[config.mk]
export PLATFORM = sky130hd
export DESIGN_NAME = multi_frequency_analyzer
export DESIGN_NICKNAME = d
export VERILOG_FILES = /design/src/rtl/multi_frequency_analyzer_pkg.sv /design/src/rtl/multi_frequency_analyzer_period_meter.sv /design/src/rtl/multi_frequency_analyzer.sv
export SDC_FILE = /design/constraint.sdc
export NUM_CORES = 1
export LEC_CHECK = 0
export CAP_MARGIN = 20
export CORE_ASPECT_RATIO = 1.2
export CORE_MARGIN = 4
export CORE_UTILIZATION = 33
export CTS_CLUSTER_DIAMETER = 40
export DETAILED_ROUTE_END_ITERATION = 8
export PLACE_DENSITY = 0.49
export SETUP_SLACK_MARGIN = 0.1
export SYNTH_ARGS = -nofsm -noshare
export SYNTH_HDL_FRONTEND = slang
export SYNTH_HIERARCHICAL = 1
export SYNTH_SLANG_ARGS = --single-unit
[constraint.sdc]
create_clock -name clock -period 5.6 [get_ports clock]
set_input_delay 0.56 -clock clock [delete_from_list [all_inputs] [get_ports clock]]
set_output_delay 0.56 -clock clock [all_outputs]
set_load 0.05 [all_outputs]
[src/rtl/multi_frequency_analyzer_pkg.sv]
// Shared elaboration-time helpers for the frequency analyzer family.
// Everything here folds to constants; nothing is evaluated at runtime.
package frequency_analyzer_pkg;

   localparam int FREQ_W = 32;

   function automatic int clog2(input longint unsigned value);
      longint unsigned v;
      int              bits;
      v    = value - 64'd1;
      bits = 0;
      while (v > 64'd0) begin
         v    = v >> 1;
         bits = bits + 1;
      end
      return bits;
   endfunction

   function automatic longint unsigned period_cycles(input longint unsigned clock_hz,
                                                     input longint unsigned freq_hz);
      return clock_hz / freq_hz;
   endfunction

   function automatic longint unsigned lo_limit(input longint unsigned period,
                                                input longint unsigned dev_pct);
      return (period * (64'd100 - dev_pct)) / 64'd100;
   endfunction

   function automatic longint unsigned hi_limit(input longint unsigned period,
                                                input longint unsigned dev_pct);
      return (period * (64'd100 + dev_pct)) / 64'd100;
   endfunction

endpackage

[src/rtl/multi_frequency_analyzer_period_meter.sv]
// Synchronizes the input, detects rising edges and reports the number of
// enabled clocks between consecutive edges once the meter is armed.
module period_meter #(
   parameter int PW = 16
) (
   input  logic          clock,
   input  logic          clear,
   input  logic          enable,
   input  logic          sample_data,
   output logic          period_valid,
   output logic [PW-1:0] period
);

   logic          sync_p0;
   logic          sync_p1;
   logic          sync_p2;
   logic          armed;
   logic          rise;
   logic [PW-1:0] cnt;

   assign rise = sync_p1 & ~sync_p2;

   always_ff @(posedge clock or negedge clear) begin
      if (!clear) begin
         sync_p0      <= 1'b0;
         sync_p1      <= 1'b0;
         sync_p2      <= 1'b0;
         armed        <= 1'b0;
         cnt          <= '0;
         period       <= '0;
         period_valid <= 1'b0;
      end else begin
         // stage p0/p1: metastability filter, p2: previous level for edge detect
         sync_p0      <= sample_data;
         sync_p1      <= sync_p0;
         sync_p2      <= sync_p1;
         period_valid <= 1'b0;
         if (enable) begin
            if (rise) begin
               // first edge after reset or enable rise only arms the meter
               period_valid <= armed;
               period       <= cnt;
               cnt          <= PW'(1);
               armed        <= 1'b1;
            end else if (cnt != '1) begin
               cnt <= cnt + 1'b1;
            end
         end else begin
            armed <= 1'b0;
         end
      end
   end

endmodule

[src/rtl/multi_frequency_analyzer.sv]
// Classifies measured input periods into frequency bins, accumulates the
// counts over a fixed window and latches them with a one-cycle strobe.
module multi_frequency_analyzer
   import frequency_analyzer_pkg::*;
#(
   parameter int unsigned                   CLOCK_FREQUENCY   = 100000000,
   parameter int                            NUM_BINS          = 4,
   parameter logic [NUM_BINS*FREQ_W-1:0]    FREQUENCIES       = {32'd40000, 32'd20000, 32'd10000, 32'd5000},
   parameter int unsigned                   DEVIATION_PERCENT = 10,
   parameter int                            COUNTER_WIDTH     = 32,
   parameter int unsigned                   WINDOW_CYCLES     = 1000000
) (
   input  logic                              clock,
   input  logic                              clear,
   input  logic                              enable,
   input  logic                              sample_data,
   output logic [NUM_BINS*COUNTER_WIDTH-1:0] bin_values,
   output logic [COUNTER_WIDTH-1:0]          miss_value,
   output logic [NUM_BINS:0]                 overflow,
   output logic                              result_valid
);

   function automatic longint unsigned max_hi();
      longint unsigned m;
      longint unsigned h;
      m = 64'd0;
      for (int i = 0; i < NUM_BINS; i++) begin
         h = hi_limit(period_cycles(64'(CLOCK_FREQUENCY), 64'(FREQUENCIES[i*FREQ_W +: FREQ_W])),
                      64'(DEVIATION_PERCENT));
         if (h > m) m = h;
      end
      return m;
   endfunction

   localparam int PW = clog2(max_hi() + 64'd2);
   localparam int WW = (WINDOW_CYCLES > 1) ? clog2(64'(WINDOW_CYCLES)) : 1;
   localparam int NA = NUM_BINS + 1;

   function automatic logic [COUNTER_WIDTH-1:0] sat_inc(input logic [COUNTER_WIDTH-1:0] v,
                                                         input logic inc);
      return (inc && (v != '1)) ? v + 1'b1 : v;
   endfunction

   function automatic logic sat_hit(input logic [COUNTER_WIDTH-1:0] v, input logic inc);
      return inc && (v == '1);
   endfunction

   logic                     period_valid;
   logic [PW-1:0]            period;
   logic [NUM_BINS-1:0]      hit;
   logic [NA-1:0]            inc;
   logic [COUNTER_WIDTH-1:0] acc     [NA];
   logic [COUNTER_WIDTH-1:0] acc_nxt [NA];
   logic [NA-1:0]            ovf;
   logic [NA-1:0]            ovf_nxt;
   logic [WW-1:0]            win_cnt;
   logic                     win_term;

   period_meter #(
      .PW (PW)
   ) u_period_meter (
      .clock        (clock),
      .clear        (clear),
      .enable       (enable),
      .sample_data  (sample_data),
      .period_valid (period_valid),
      .period       (period)
   );

   // stage p1: compare the finished period against every bin window
   for (genvar i = 0; i < NUM_BINS; i++) begin : g_bin
      localparam longint unsigned P  = period_cycles(64'(CLOCK_FREQUENCY),
                                                     64'(FREQUENCIES[i*FREQ_W +: FREQ_W]));
      localparam logic [PW-1:0]   LO = PW'(lo_limit(P, 64'(DEVIATION_PERCENT)));
      localparam logic [PW-1:0]   HI = PW'(hi_limit(P, 64'(DEVIATION_PERCENT)));
      assign hit[i] = (period >= LO) && (period <= HI) && (period != '1);
   end

   always_comb begin
      inc = '0;
      if (enable && period_valid) begin
         inc[NUM_BINS] = 1'b1;
         // walk downwards so the lowest matching index wins
         for (int i = NUM_BINS - 1; i >= 0; i--) begin
            if (hit[i]) begin
               inc    = '0;
               inc[i] = 1'b1;
            end
         end
      end
   end

   always_comb begin
      for (int i = 0; i < NA; i++) begin
         acc_nxt[i] = sat_inc(acc[i], inc[i]);
         ovf_nxt[i] = ovf[i] | sat_hit(acc[i], inc[i]);
      end
   end

   assign win_term = (win_cnt == WW'(WINDOW_CYCLES - 1));

   // stage p2: accumulate, and on terminal count latch and restart the window
   always_ff @(posedge clock or negedge clear) begin
      if (!clear) begin
         for (int i = 0; i < NA; i++) acc[i] <= '0;
         ovf          <= '0;
         win_cnt      <= '0;
         bin_values   <= '0;
         miss_value   <= '0;
         overflow     <= '0;
         result_valid <= 1'b0;
      end else begin
         result_valid <= 1'b0;
         if (enable) begin
            if (win_term) begin
               for (int i = 0; i < NUM_BINS; i++) begin
                  bin_values[i*COUNTER_WIDTH +: COUNTER_WIDTH] <= acc_nxt[i];
               end
               miss_value   <= acc_nxt[NUM_BINS];
               overflow     <= ovf_nxt;
               for (int i = 0; i < NA; i++) acc[i] <= '0;
               ovf          <= '0;
               win_cnt      <= '0;
               result_valid <= 1'b1;
            end else begin
               for (int i = 0; i < NA; i++) acc[i] <= acc_nxt[i];
               ovf     <= ovf_nxt;
               win_cnt <= win_cnt + 1'b1;
            end
         end
      end
   end

endmodule

After elaboration in Yosys (flattened, before gate mapping) --
Index checks and enable logic that the tools add are counted.
Cells by class: add/sub/neg operators 7, order comparisons 8, equality and inequality tests 14, mux-type cells 21, bitwise gates (word level) 7, reduce and logical (&&, ||, !) cells 23
Operators by type and width (number):
- adder 32 x 1 -> 32 bit (second input constant) | 5
- == test 32 bit (second input constant) | 5
- 2-to-1 mux 160 bit | 1
- 2-to-1 mux 32 bit | 5
- != test 32 bit (second input constant) | 5
- 2-to-1 mux 15 bit | 2
- 2-to-1 mux 5 bit | 6
- != test 15 bit (second input constant) | 2
- adder 20 x 1 -> 20 bit (second input constant) | 1
- == test 20 bit (second input constant) | 1
- 2-to-1 mux 20 bit | 1
- logical AND 1 bit | 19
- adder 15 x 1 -> 15 bit (second input constant) | 1
- >= comparator 15 x 12 -> 1 bit (second input constant) | 1
- >= comparator 15 x 13 -> 1 bit (second input constant) | 1
- >= comparator 15 x 14 -> 1 bit (second input constant) | 1
- >= comparator 15 bit (second input constant) | 1
- <= comparator 15 x 12 -> 1 bit (second input constant) | 1
- <= comparator 15 x 13 -> 1 bit (second input constant) | 1
- <= comparator 15 x 14 -> 1 bit (second input constant) | 1
- <= comparator 15 bit (second input constant) | 1
- 2-to-1 mux 1 bit | 6
- AND reduction 2 bit | 3
- OR 1 bit | 5
- other kinds (4) | 4
Word-level totals: register bits after elaboration 386, bits of input ports 4, output and inout port bits 166, word-level logic and storage cells 98

Depth between registers and ports, before layout --
Gate-level depths: netlist of the first run.
word-level depth 11, mapped depth 10, mapped depth without buffers 8

Hierarchy --
Netlist of the first run, hierarchy kept.
Modules (own cells, without submodules):
- multi_frequency_analyzer | times used 1, cells an instance 2042, area each 18567.8 um^2, sequential area each 8783.4 um^2
- period_meter | times used 1, cells an instance 148, area each 1621.6 um^2, sequential area each 875.8 um^2

Worst setup path after synthesis of the first run --
OpenSTA, ideal clock, no wires.
path kind register to register, start reg u_period_meter.period[9], end reg acc[31] (netlist bit), library setup time 124 ps, arrival 2533 ps, required time 5476 ps, slack 2943 ps, cell stages (with the launch flop) 9, path buffers 1, period minus slack after synthesis 2657 ps, path through dfrtp_1 -> buf_6 -> or3b_1 -> or4_1 -> nand3_2 -> nand4_4 -> or3_4 -> and3_1 -> a211o_1
On the way: cells in the longest elaborated chain, start to end 11, elaborated cells on any way between the ends 25, classes of those cells order compare: 8; eq/ne: 1; mux: 7; reduce/logical: 9
RTL lines:
- from (decl) | line multi_frequency_analyzer_period_meter.sv:11 | output logic [PW-1:0] period
- from (signal assigned) | line multi_frequency_analyzer_period_meter.sv:42 | period <= cnt;
- >= comparator 15 x 12 -> 1 bit / <= comparator 15 x 12 -> 1 bit (equally long branches) | line multi_frequency_analyzer.sv:76 | assign hit[i] = (period >= LO) && (period <= HI) && (period != '1);
- logical AND 1 bit (2 in series) | line multi_frequency_analyzer.sv:76
- 2-to-1 mux 5 bit (3 in series) | line multi_frequency_analyzer.sv:85 | if (hit[i]) begin
- 2-to-1 mux 5 bit * | line multi_frequency_analyzer.sv:85
- 2-to-1 mux 5 bit * | line multi_frequency_analyzer.sv:81 | if (enable && period_valid) begin
- logical AND 1 bit * | line multi_frequency_analyzer.sv:41 | return (inc && (v != '1)) ? v + 1'b1 : v;
- 2-to-1 mux 32 bit * | line multi_frequency_analyzer.sv:41
- 2-to-1 mux 160 bit * | line multi_frequency_analyzer.sv:115 | if (win_term) begin
- to (decl) | line multi_frequency_analyzer.sv:52 | logic [COUNTER_WIDTH-1:0] acc [NA];
Mark *: on every way between the ends. The rest lies on a longest branch, timed or not. A chain may end at the register's enable or synchronous reset.

Worst setup path in the final report of the first run --
start reg win_cnt[6], end reg acc[0] (netlist bit)
On the way: cells in the longest elaborated chain, start to end 2
RTL lines:
- from (decl) | line multi_frequency_analyzer.sv:56 | logic [WW-1:0] win_cnt;
- from (signal assigned) | line multi_frequency_analyzer.sv:128 | win_cnt <= win_cnt + 1'b1;
- == test 20 bit | line multi_frequency_analyzer.sv:100 | assign win_term = (win_cnt == WW'(WINDOW_CYCLES - 1));
- 2-to-1 mux 160 bit | line multi_frequency_analyzer.sv:115
Every way passes these cells.

==> results by group, run 1 <==
Logic synthesis
  – Post-synth net total: about 2200
  – Leading area contributor after synthesis: dfrtp_1
  – Number of flops mapped to enable cells by yosys: 0
  – Area share of the largest cell type after synthesis: between 40% and 50%
  – Top_reg_cell synth: dfrtp_1
  – Sequential area share after synthesis: a little under half
  – Synthesized flop and latch total: 386
  – Synth async-reset ratio: 100%
  – Yosys Warn Count: 6
  – Ranking of synthesized cells by area: dfrtp_1 48%, o21ai_0 6.2%, nand2_1 5.2%, xnor2_1 3.9%, nand3_1 3.5%
  – Cells after Synth: approximately 2200
  – Cell variety after synth: 78
  – Synthesized area per cell: a little over 9 sq um
  – Synthesized area: ~20000 sq um

STA
  – Setup Skew: 28.6 ps
  – Fin Setup TNS: 0 ps
  – Slew @ Worst Pin: 1050 ps
  – RSZ-0062 raised after global routing: false
  – Fmax: approximately 280 MHz
  – Crit path time final: ~3500 ps
  – Slew Viols, Final: 0
  – Final hold vios: 0
  – Fin Hold WS: ~6 ps
  – Final Cycle Share: a little over three fifths
  – Final Setup Violations: 0
  – Max_slew headroom: a little under 30%

Global routing
  – Vias in the first global route: 16600
  – Initial antenna violation count: 0
  – Largest net degree at the start of global routing: roughly 170
  – Global-route wire length before repair: 95.4 mm
  – Total grt overflow: 0
  – Gr usage total: a little under a fifth

Setup path
  – Arrival @ worst endpoint: approximately 4000 ps
  – Setup Crit Path Kind: reg -> reg
  – Crit end category: register
  – Startpoint Class: register
  – Peak fanout along the critical path: about 130
  – Critical Path RT: 6070 ps

Routing
  – Initial drt markers: between 1000 and 1500
  – DR WL/cell: between 15 and 20 um
  – Vias: about 17000
  – Via density: approximately 5.4
  – Antenna viol nets, final: 0
  – # DRC: 0
  – Drt pass-1 iters: 5
  – Routed wire length: 59.5 mm

Min path
  – Hold Path Class: in -> async

Layout
  – Area growth from synthesis to layout: 23.5%
  – Ant. Diodes: 0
  – Commonest non-fill, non-tap cells in the layout: 386 x dfrtp_1, 277 x nand2_1, 249 x o21ai_0, 167 x clkdlybuf4s50_1, 143 x nand3_1
  – Sequential Area: between 9000 and 10000 sq um
  – Fillers: about 6000
  – Share of cells above drive strength 1: 9.19%
  – Final nets: 2317
  – Most common cell after layout, fill and taps aside: dfrtp_1
  – Multi-input combinational cell area: about 9800 sq um

Placement
  – GP Congestion: approximately 0.82
  – Port Buffers: roughly 170
  – Final HPWL DP: approximately 40 mm

Clock network
  – Clock tree buffer depth: 3
  – H-tree level count: 3
  – Setup Fix Bufs, Post-CTS: 0
  – Clk slew on worst S/H paths: roughly 60 ps
  – Total CTS buffers: a little under 70
  – CTS Root Cell: clkbuf_16
  – Clk sink count: between 300 and 400
  – CTS tree: built
  – Post_cts resized: 0
  – Hold_buf cts: 0
  – Worst skew pair latency: ~600 ps

Die
  – Die width: roughly 230 um
  – Ports: 170
  – Initial core utilization: between 30% and 40%
  – Core box area: a little over 60000 sq um
  – # rows: 99
  – Die area: 65200 sq um
  – Die Y: 279 um

Power
  – Pleak: between 10 and 15 nW
  – Maximum vdd drop: 0.181 mV
  – Pwr/cell area: approximately 320 nW/um^2

Run status
  – Status: finished clean

Flow run
  – Max_cap viols: 0
[per-stage QoR]
stage	setup slack, ps	total power, W	std cells	utilization (%)	cell area, sq um
finish	2070	0.00786	3169	41.1	24900
global route	1910	0.00819	3169	41.1	24900
CTS	2120	0.00798	3169	41.1	24900
detailed placement	2130	0.00363	3044	37.2	22600
global placement	2130	0.00361	3043	37.1	22500
floorplan	2940	0.00342	2190	-	20200
[flip-flops by register name (all words and copies together) (netlist names), 5 cells and up]
register               count
ovf                        5
u_period_meter/cnt        15
overflow                   5
u_period_meter/period     15
bin_values               128
win_cnt                   20
acc                      160
miss_value                32
[Yosys cell counts, drive strengths merged (39+ instances only)]
cell type and n:
clkbuf 117, nand3 147, and3 54, xor2 69, nand4 67, a21oi 39
nor4 46, nand2 280, nor2 121, inv 41, or3 46, xnor2 90
o21ai 255, nor3 47, dfrtp 386
[worst max-delay path: stages, from the launching register on]
cell	delay, ps
dfrtp_1	420
nor4b_1	300
nand2_1	190
or4_2	1040
nand2_8	810
nor3_1	130
mux2_2	310
[cell families (layout without fill, tap and decap cells)]
group	after synthesis	after routing	synth area share (%)
adder cells (fa/ha/maj)	7	7	0.434
flip-flops	386	386	47.8
buffers and inverters	186	357	3.69
multiplexers	25	25	1.34
AND/OR/NAND/NOR	918	918	24.1
XOR/XNOR	159	159	6.90
AO/OA/AOI/OAI	509	509	15.7
[report_power, final]
group | internal [W] | total (W) | switching, W
Clock | 0.00275 | 0.00428 | 0.00153
Combinational | 0.000181 | 0.000515 | 0.000333
Sequential | 0.00289 | 0.00306 | 0.000172
[routing by layer]
metal	global-route usage, %	vias to the layer above	routed length, um
li1	-	8187	-
met1	24.6	8349	27000
met2	29.8	388	28500
met3	3.09	96	2670
met4	5.75	0	1410
met5	0	-	0
[path summary, 6_finish.rpt]
| check | to | slack [ps] | depth (start not counted) | startpoint |
|---|---|---|---|---|
| setup / recovery | acc[0] | 2070 | 6 | win_cnt[6] |
| hold / removal | bin_values[111] | 6 | 1 | clear |
| setup reg to reg | acc[0] | 2070 | 6 | win_cnt[6] |
| hold reg to reg | u_period_meter/sync_p1 | 360 | 0 | u_period_meter/sync_p0 |
| max in group asynchronous | acc[30] | 4250 | 2 | clear |
| min in group clock | u_period_meter/sync_p1 | 360 | 0 | u_period_meter/sync_p0 |
[area by class of cell]
type,instances,share of cell area (%)
multi-input combinational,1618,39.5
clock inverter,43,2.00
timing repair buffer,191,7.60
tap,808,4.06
clock buffer,82,7.53
sequential,386,38.7
inverter,41,0.617
Note: power is estimated with default switching activity, not from simulation.
==> run 2, diff against run 1 <==
--- a/config.mk
+++ b/config.mk
@@ -11,7 +11,7 @@
 export CORE_UTILIZATION = 33
 export CTS_CLUSTER_DIAMETER = 40
 export DETAILED_ROUTE_END_ITERATION = 8
-export PLACE_DENSITY = 0.49
+export PLACE_DENSITY = 0.51
 export SETUP_SLACK_MARGIN = 0.1
 export SYNTH_ARGS = -nofsm -noshare
 export SYNTH_HDL_FRONTEND = slang
==> constraint.sdc (replaced) <==
create_clock -name clock -period 2.94 [get_ports clock]
set_input_delay 0.294 -clock clock [delete_from_list [all_inputs] [get_ports clock]]
set_output_delay 0.294 -clock clock [all_outputs]
set_load 0.05 [all_outputs]
==> results by group, run 2 (synthesis results as in run 1) <==
Placement
  – Cells after DPL: 3120 (+2.5%)
  – GP Congestion: 0.830 (+1.0%)
  – Port Buffers: 169 (unchanged)
  – Final HPWL DP: 41.5 mm (+6.3%)

Clock network
  – CTS Root Cell: clkbuf_16
  – Total CTS buffers: 60 (-12%)
  – Clock tree buffer depth: 3 (unchanged)
  – CTS tree: built
  – H-tree level count: 2 (-1)
  – Clk sink count: 386 (unchanged)
  – Clk slew on worst S/H paths: 60 ps (about the same)
  – Worst skew pair latency: 620 ps (+20 ps)

Setup path
  – Peak fanout along the critical path: 15 (-89%)
  – Critical Path RT: 3450 ps (-2620 ps)
  – Buf/Inv on CP: 0 (unchanged)
  – Arrival @ worst endpoint: 3230 ps (-780 ps)
  – Delay-heaviest family, CP: compound AO/OA/AOI/OAI gates
  – Most used cell, CP: a21o_1
  – Crit path largest cell delay: 540 ps (-500 ps)
  – Startpoint Class: register
  – Crit end category: register
  – Slowest stage cell, crit path: dfrtp_1
  – Critical path cell sequence: a211oi_1 -> a2111oi_2 -> nand3_2 -> a211o_2 -> or3_1 -> a21o_1 -> a21o_1
  – Setup Crit Path Kind: reg -> reg

Power
  – Pwr/cell area: 563 nW/um^2 (+79%)
  – Pwr Total: 0.0144 W (+83%)
  – Pleak: 10.4 nW (+3.8%)
  – Maximum vdd drop: 0.456 mV (+150%)

STA
  – Fin Hold WS: 132 ps (+126 ps)
  – Setup Skew: 16.7 ps (-11.9 ps)
  – Slew Viols, Final: 0 (unchanged)
  – Slew @ Worst Pin: 969 ps (-81.5 ps)
  – Final Cycle Share: 92.6% (+29 points)
  – Fin Setup TNS: 0 ps (unchanged)
  – Max_slew headroom: 35.4% (+5.6 points)
  – Fmax: 367 MHz (+30%)
  – Crit path time final: 2720 ps (-813 ps)
  – RSZ-0062 raised after global routing: true
  – Final Setup Violations: 0 (unchanged)
  – Final hold vios: 0 (unchanged)

Layout
  – Commonest non-fill, non-tap cells in the layout: 385 x dfrtp_1, 277 x nand2_1, 249 x o21ai_0, 167 x clkdlybuf4s50_1, 143 x nand3_1
  – Ant. Diodes: 0 (unchanged)
  – Most common cell after layout, fill and taps aside: dfrtp_1
  – Final nets: 2392 (+3.2%)
  – Share of cells above drive strength 1: 12.3% (+3.2 points)
  – Top Registers: acc (160), bin_values (128), miss_value (32)
  – Fin cells: 3238 (+2.2%)
  – Area growth from synthesis to layout: 26.4%
  – Max reg flops: 160 (unchanged)
  – Largest Register: acc

Routing
  – # DRC: 0 (unchanged)
  – Vias: 17400 (+2.0%)
  – Routed wire length: 61.4 mm (+3.1%)
  – Initial drt markers: 989 (-17%)
  – Via density: 5.36 (-0.14%)
  – DR WL/cell: 19.0 um (+0.93%)
  – Drt pass-1 iters: 5 (unchanged)
  – Antenna viol nets, final: 0 (unchanged)

Die
  – Die width: 234 um (unchanged)
  – Initial core utilization: 33.3% (unchanged)
  – Core box area: 60700 sq um (unchanged)
  – # rows: 99 (unchanged)
  – Die area: 65200 sq um (unchanged)
  – Die Y: 279 um (unchanged)
  – Ports: 170 (unchanged)

Min path
  – Hold Path Class: in -> reg

Global routing
  – Global-route wire length before repair: 98.0 mm (+2.8%)
  – Total grt overflow: 0 (unchanged)
  – Vias in the first global route: 17200 (+3.4%)
  – Initial antenna violation count: 0 (unchanged)
  – Largest net degree at the start of global routing: 103 (-41%)
  – Gr usage total: 18.6% (+0.46 points)

Run status
  – Status: finished clean

Flow run
  – Max_cap viols: 0 (unchanged)
[run 2: worst paths after layout]
path | cells past startpoint | slack [ps] | start | endpoint
max | 7 | 220 | u_period_meter/period[10] | acc[141]
min | 1 | 130 | sample_data | u_period_meter/sync_p0
max reg2reg | 7 | 220 | u_period_meter/period[10] | acc[141]
min reg2reg | 0 | 350 | u_period_meter/sync_p0 | u_period_meter/sync_p1
max in group asynchronous | 3 | 1760 | clear | bin_values[4]
min in group asynchronous | 2 | 230 | clear | acc[70]
[run 2: where the power goes]
| part | internal, W | leakage, nW | total (W) | switching (W) |
|---|---|---|---|---|
| logic | 0.000462 | 4.17 | 0.00124 | 0.000780 |
| clock network | 0.00457 | 1.03 | 0.00736 | 0.00279 |
| registers | 0.00551 | 5.20 | 0.00577 | 0.000259 |
| total | 0.0105 | 10.4 | 0.0144 | 0.00383 |
[run 2: routing by layer]
layer	wire (um)	vias to the layer above	global-route usage [%]	part of all wire, %
met3	2740	113	2.94	4.5
li1	-	8333	-	-
met4	1760	0	5.70	2.9
met5	0	-	0	0
met1	27300	8522	25.1	44
met2	29600	399	30.9	48
[run 2: through the flow]
stage	cell area, sq um	setup slack [ps]	util, %
CTS	25300	42.9	41.7
finish	25500	218	42.0
global placement	23200	104	38.2
detailed placement	23200	69.9	38.2
global route	25500	74.9	42.0
floorplan	20200	283	-
[run 2: timing repair]
action,4_1_cts,5_1_grt
setup endpoints to repair,6,86
hold buffers,1,0
pin swaps,0,2
setup buffers,0,6
endpoints found under the hold margin,51,0
resized for setup,1,24
[run 2: layout make-up]
type | instances | area, sq um
Multi-Input combinational cell | 1618 | 9960
Inverter | 41 | 154
Fill cell | 5957 | 35200
Clock buffer | 70 | 1600
Tap cell | 808 | 1010
Sequential cell | 386 | 9660
Clock inverter | 41 | 494
Timing Repair Buffer | 274 | 2640
[run 2: worst reg2reg max path, cell delays in order, from the launching register on]
cell       delay (ps)
dfrtp_1           540
a211oi_1          150
a2111oi_2         380
nand3_2           230
a211o_2           510
or3_1             450
a21o_1            200
a21o_1            170
